--- config.mk ---
export PLATFORM = sky130hd
export DESIGN_NAME = idct_merge
export DESIGN_NICKNAME = d
export VERILOG_FILES = /design/src/rtl/idct_pkg.sv /design/src/rtl/idct_fifo2.sv /design/src/rtl/idct_merge.sv
export SDC_FILE = /design/constraint.sdc
export NUM_CORES = 1
export LEC_CHECK = 0
export BUFFER_PORTS_ARGS = -buffer_cell sky130_fd_sc_hd__buf_2
export CORE_MARGIN = 5
export CORE_UTILIZATION = 60
export CTS_CLUSTER_DIAMETER = 80
export DETAILED_ROUTE_END_ITERATION = 7
export PLACE_DENSITY = 0.83
export SYNTH_ARGS = -nofsm -noshare
export SYNTH_HDL_FRONTEND = slang
export SYNTH_SLANG_ARGS = --single-unit
--- constraint.sdc ---
create_clock -name clk -period 5.9 [get_ports clk]
set_input_delay 0.59 -clock clk [delete_from_list [all_inputs] [get_ports clk]]
set_output_delay 0.59 -clock clk [all_outputs]
set_load 0.02 [all_outputs]
--- src/rtl/idct_pkg.sv ---
// rtl/idct_pkg.sv - shared constants and FSM state type for the IDCT merge stage
package idct_pkg;

    localparam int DW_DEFAULT            = 8;
    localparam int LANES                 = 4;
    localparam int BLOCK_SAMPLES_DEFAULT = 64;

    typedef enum logic [1:0] {
        ST_IDLE   = 2'd0,
        ST_STREAM = 2'd1,
        ST_FULL   = 2'd2
    } merge_state_e;

endpackage

--- src/rtl/idct_fifo2.sv ---
// rtl/idct_fifo2.sv - two-entry buffer of packed 4-sample groups
module idct_fifo2 #(
    parameter int GW = 32
) (
    input  logic          clk,
    input  logic          rst,
    input  logic          push,
    input  logic          pop,
    input  logic [GW-1:0] push_data,
    output logic          full,
    output logic          empty,
    output logic [GW-1:0] head_data
);

    logic [GW-1:0] mem_q [2];
    logic          wr_ptr_q;
    logic          rd_ptr_q;
    logic [1:0]    count_q;
    logic [1:0]    count_d;
    logic          do_push;
    logic          do_pop;

    assign full      = (count_q == 2'd2);
    assign empty     = (count_q == 2'd0);
    assign do_push   = push && !full;
    assign do_pop    = pop && !empty;
    assign head_data = mem_q[rd_ptr_q];

    // Occupancy is unchanged by a simultaneous push and pop.
    always_comb begin
        count_d = count_q;
        if (do_push && !do_pop) begin
            count_d = count_q + 2'd1;
        end else if (do_pop && !do_push) begin
            count_d = count_q - 2'd1;
        end
    end

    // Pointers and occupancy; reset discards any buffered groups.
    always_ff @(posedge clk) begin
        if (rst) begin
            wr_ptr_q <= 1'b0;
            rd_ptr_q <= 1'b0;
            count_q  <= 2'd0;
        end else begin
            count_q <= count_d;
            if (do_push) begin
                wr_ptr_q <= ~wr_ptr_q;
            end
            if (do_pop) begin
                rd_ptr_q <= ~rd_ptr_q;
            end
        end
    end

    // Group storage needs no reset; occupancy decides what is visible.
    always_ff @(posedge clk) begin
        if (!rst && do_push) begin
            mem_q[wr_ptr_q] <= push_data;
        end
    end

endmodule

--- src/rtl/idct_merge.sv ---
// rtl/idct_merge.sv - merges odd/even lane groups back into natural-order samples
module idct_merge
    import idct_pkg::*;
#(
    parameter int DW            = DW_DEFAULT,
    parameter int BLOCK_SAMPLES = BLOCK_SAMPLES_DEFAULT
) (
    input  logic          clk,
    input  logic          rst,
    input  logic          in_valid,
    output logic          in_ready,
    input  logic [DW-1:0] in_o1,
    input  logic [DW-1:0] in_o2,
    input  logic [DW-1:0] in_e1,
    input  logic [DW-1:0] in_e2,
    output logic          out_valid,
    input  logic          out_ready,
    output logic [DW-1:0] out_data,
    output logic          out_last,
    output logic          busy
);

    localparam int GW = LANES * DW;
    localparam int CW = (BLOCK_SAMPLES > 1) ? $clog2(BLOCK_SAMPLES) : 1;
    localparam logic [CW-1:0] CNT_LAST = CW'(BLOCK_SAMPLES - 1);

    merge_state_e  state_q;
    merge_state_e  state_d;
    logic [1:0]    lane_q;
    logic [1:0]    lane_d;
    logic [CW-1:0] cnt_q;
    logic [CW-1:0] cnt_d;

    logic          fifo_full;
    logic          fifo_empty;
    logic [GW-1:0] head_group;
    logic [GW-1:0] push_group;
    logic          push;
    logic          pop;
    logic          xfer;

    // Lane slot k holds natural-order sample k: o1, e1, o2, e2.
    assign push_group = {in_e2, in_o2, in_e1, in_o1};

    assign in_ready  = !fifo_full;
    assign out_valid = !fifo_empty;
    assign push      = in_valid && in_ready;
    assign xfer      = out_valid && out_ready;
    assign pop       = xfer && (lane_q == 2'd3);

    assign out_data = out_valid ? head_group[lane_q*DW +: DW] : '0;
    assign out_last = out_valid && (cnt_q == CNT_LAST);
    assign busy     = (state_q != ST_IDLE);

    idct_fifo2 #(
        .GW (GW)
    ) u_fifo (
        .clk       (clk),
        .rst       (rst),
        .push      (push),
        .pop       (pop),
        .push_data (push_group),
        .full      (fifo_full),
        .empty     (fifo_empty),
        .head_data (head_group)
    );

    // State tracks buffer occupancy after each push/pop.
    always_comb begin
        state_d = state_q;
        case (state_q)
            ST_IDLE: begin
                if (push) begin
                    state_d = ST_STREAM;
                end
            end
            ST_STREAM: begin
                if (push && !pop) begin
                    state_d = ST_FULL;
                end else if (pop && !push) begin
                    state_d = ST_IDLE;
                end
            end
            ST_FULL: begin
                if (pop) begin
                    state_d = ST_STREAM;
                end
            end
            default: state_d = ST_IDLE;
        endcase
    end

    // Lane index and block framing counter advance on every output transfer.
    always_comb begin
        lane_d = lane_q;
        cnt_d  = cnt_q;
        if (xfer) begin
            lane_d = lane_q + 2'd1;
            cnt_d  = (cnt_q == CNT_LAST) ? '0 : cnt_q + CW'(1);
        end
    end

    // Control registers; reset restarts framing at sample 0.
    always_ff @(posedge clk) begin
        if (rst) begin
            state_q <= ST_IDLE;
            lane_q  <= 2'd0;
            cnt_q   <= '0;
        end else begin
            state_q <= state_d;
            lane_q  <= lane_d;
            cnt_q   <= cnt_d;
        end
    end

endmodule

==> impl_metrics.py <==
metrics = {
    "die": {
        "die_y_um": 83.0,
        "core-area_um2": 5140,
        "dieArea_um2": 6890,
        "rows": 26,
        "start_util_pct": 62.2,
        "die_w_um": 83.0,
        "pin_count": 48,
    },
    "synthesis": {
        "syn_inst": 187,
        "ys.warnings.count": 0,
        "syn_avg_cell_area_um2": 17.1,
        "ys_seq_elements": 79,
        "synth.area.top_cells": "edfxtp_1 60%, dfxtp_1 9.4%, mux4_2 7.0%, mux4_1 4.9%, a22o_1 2.2%",
        "yosysTopAreaCellShare_pct": 60.1,
        "ys.flop_type": "edfxtp_1",
        "synth.distinct_cells": 36,
        "yosysSeqAreaShare_pct": 69.5,
        "synth_edf_count": 64,
        "syn_area_um2": 3200,
        "yosysTopAreaCell": "edfxtp_1",
        "synth.net_count": 227,
        "synthArstFlopShare_pct": 0,
    },
    "detailed_routing": {
        "viasPerCell": 5.75,
        "routed_wl_um": 5410,
        "vias": 1794,
        "ant_nets": 0,
        "dr.pass1.iters": 4,
        "first_iter_violations": 107,
        "wire_per_inst_um": 17.3,
        "drc": 0,
    },
    "clock_network": {
        "cts_resized": 0,
        "cts.sinks": 79,
        "cts_root_buffer": "clkbuf_8",
        "cts_tree": "built",
        "clk_pin_slew_ns": 0.08,
        "htreeDepth": 3,
        "clk_latency_ns": 0.33,
        "hold_buffers": 0,
        "cts_inserted_buffers": 9,
        "cts_setup_buffers": 0,
        "cts_buffer_depth": 2,
    },
    "setup_path": {
        "critPathMaxFanout": 16,
        "end_kind": "output port",
        "cp.required_ns": 5.31,
        "startpoint_type": "register",
        "arrival_ns": 2.42,
        "critical_path_class": "reg -> out",
    },
    "place": {
        "pre_cts_ws_ns": 3.19,
        "portBuffers": 47,
        "dpl_cell_area_um2": 3480,
        "place_hpwl_um": 3560,
        "gp_congestion": 0.720,
    },
    "power_and_ir_drop": {
        "total_power_mw": 1.22,
        "ir_worst_vdd_uv": 204,
        "power_density_nw_per_um2": 331,
        "p_leak_nw": 1.32,
    },
    "timing": {
        "final_hold_viol_count": 0,
        "max_slew_margin_pct": 33.0,
        "drv_slew": 0,
        "period_needed_ns": 3.01,
        "worst_clock_skew_ns": 0.00923,
        "worst_slew_pin_slew_ns": 1.00,
        "rsz0062_at_grt": "no",
        "post-route-period-util_pct": 51.0,
        "finalSetupViolations": 0,
        "finalSetupTns_ns": 0,
        "setup_ws_ns": 2.89,
        "fmaxAchievable_mhz": 332,
    },
    "cells_and_area": {
        "drive_gt1_share_pct": 31.8,
        "fill_cells": 333,
        "synthToLayoutAreaGrowth_pct": 15.3,
        "finish.instance_area_um2": 3690,
        "nNetsFinal": 278,
        "diodes": 0,
    },
    "grt": {
        "grt_max_degree": 33,
        "grt_first_pass_wirelength_um": 8690,
        "first_global_vias": 1811,
        "globalRouteTotalUtil_pct": 16.6,
        "antenna_found_initial": 0,
        "grt_overflow_total": 0,
    },
    "hold_path": {
        "min_path_type": "in -> reg",
    },
    "status": {
        "status": "finished clean",
    },
    "flow_run": {
        "drv_cap": 0,
    },
}
synthesized netlist by cell type, drive strengths merged, types with 2 or more instances:
master,count
mux4,16
dfxtp,15
a21oi,7
nand2,8
o21ai,3
buf,8
nor3,3
o21a,3
nor2,10
edfxtp,64
a22o,8
inv,7
or3,3
ha,4
xor2,4
nand3b,2
nor2b,3
o211ai,5
nand3,3
stage by stage:
step | cells | utilization (%) | hold slack, ns
after floorplan | 187 | - | 0.454
after global placement | 297 | 67.6 | 0.466
after detailed placement | 297 | 67.6 | 0.479
after CTS | 312 | 71.7 | 0.422
after global routing | 312 | 71.7 | 0.413
final | 312 | 71.7 | 0.438
worst max-delay path, stage by stage (launching register included):
cell     delay [ns]
dfxtp_1        0.99
mux4_1         0.68
a22o_1         0.26
buf_2          0.16
power breakdown:
part / switching [mW] / internal, mW
registers: 0.0248 / 0.634
clock network: 0.184 / 0.235
logic: 0.0798 / 0.0625
layout by cell type (no fill, tap or decap), types with 3 or more instances in the layout:
| cell type | instances |
|---|---|
| xor2_1 | 4 |
| a22o_1 | 8 |
| nand3_1 | 3 |
| a21oi_1 | 7 |
| mux4_1 | 6 |
| nand2_1 | 8 |
| or3_1 | 3 |
| edfxtp_1 | 64 |
| ha_1 | 4 |
| inv_1 | 7 |
| nor2b_1 | 3 |
| nor2_1 | 10 |
| o21a_1 | 3 |
| mux4_2 | 10 |
| dfxtp_1 | 15 |
| buf_2 | 47 |
| o211ai_1 | 5 |
| clkbuf_8 | 9 |
sequential cells by signal (all words and copies together) (netlist names), named ones only:
register,count
u_fifo.wr_ptr_q,1
lane_q,2
u_fifo.count_q,2
state_q,2
cnt_q,6
u_fifo.mem_q,64
u_fifo.rd_ptr_q,1
per-layer routing:
metal  GRT usage (%)  vias to the layer above  part of all wire, %
met5               0                        -                    0
met4            8.47                        0                  1.5
met3            4.55                        6                  5.1
met2            28.7                       51                   53
met1            18.9                      891                   40
li1                -                      846                    -
layout make-up:
type | count | area, um2 | share of cell area, %
sequential | 79 | 2220 | 60.3
timing repair buffer | 49 | 250 | 6.79
clock buffer | 9 | 124 | 3.36
multi-input combinational | 92 | 891 | 24.2
clock inverter | 6 | 85.1 | 2.31
tap | 70 | 87.6 | 2.38
inverter | 7 | 26.3 | 0.713
cells by family (layout without fill, tap and decap cells):
family / count (synthesis) / in the layout / synth area share (%)
DFF: 79 / 79 / 69.5
and+or+nand+nor: 36 / 36 / 5.56
AOI/OAI and AO/OA: 30 / 30 / 6.73
muxes: 17 / 17 / 12.3
buffers and inverters: 16 / 71 / 2.94
xor gates and xnor gates: 5 / 5 / 1.37
adders and majority gates: 4 / 4 / 1.57
final timing paths:
check                           startpoint             endpoint  slack (ns)  cells after the start
worst max register to register   lane_q[0]           state_q[1]        3.68                      6
worst max-delay path              register          out_data[4]        2.89                      3
worst min-delay path              in_o2[3]  u_fifo.mem_q[0][19]        0.44                      1
worst min register to register    cnt_q[1]             cnt_q[1]        0.49                      2
No activity file was read; power rests on OpenSTA's default activity.
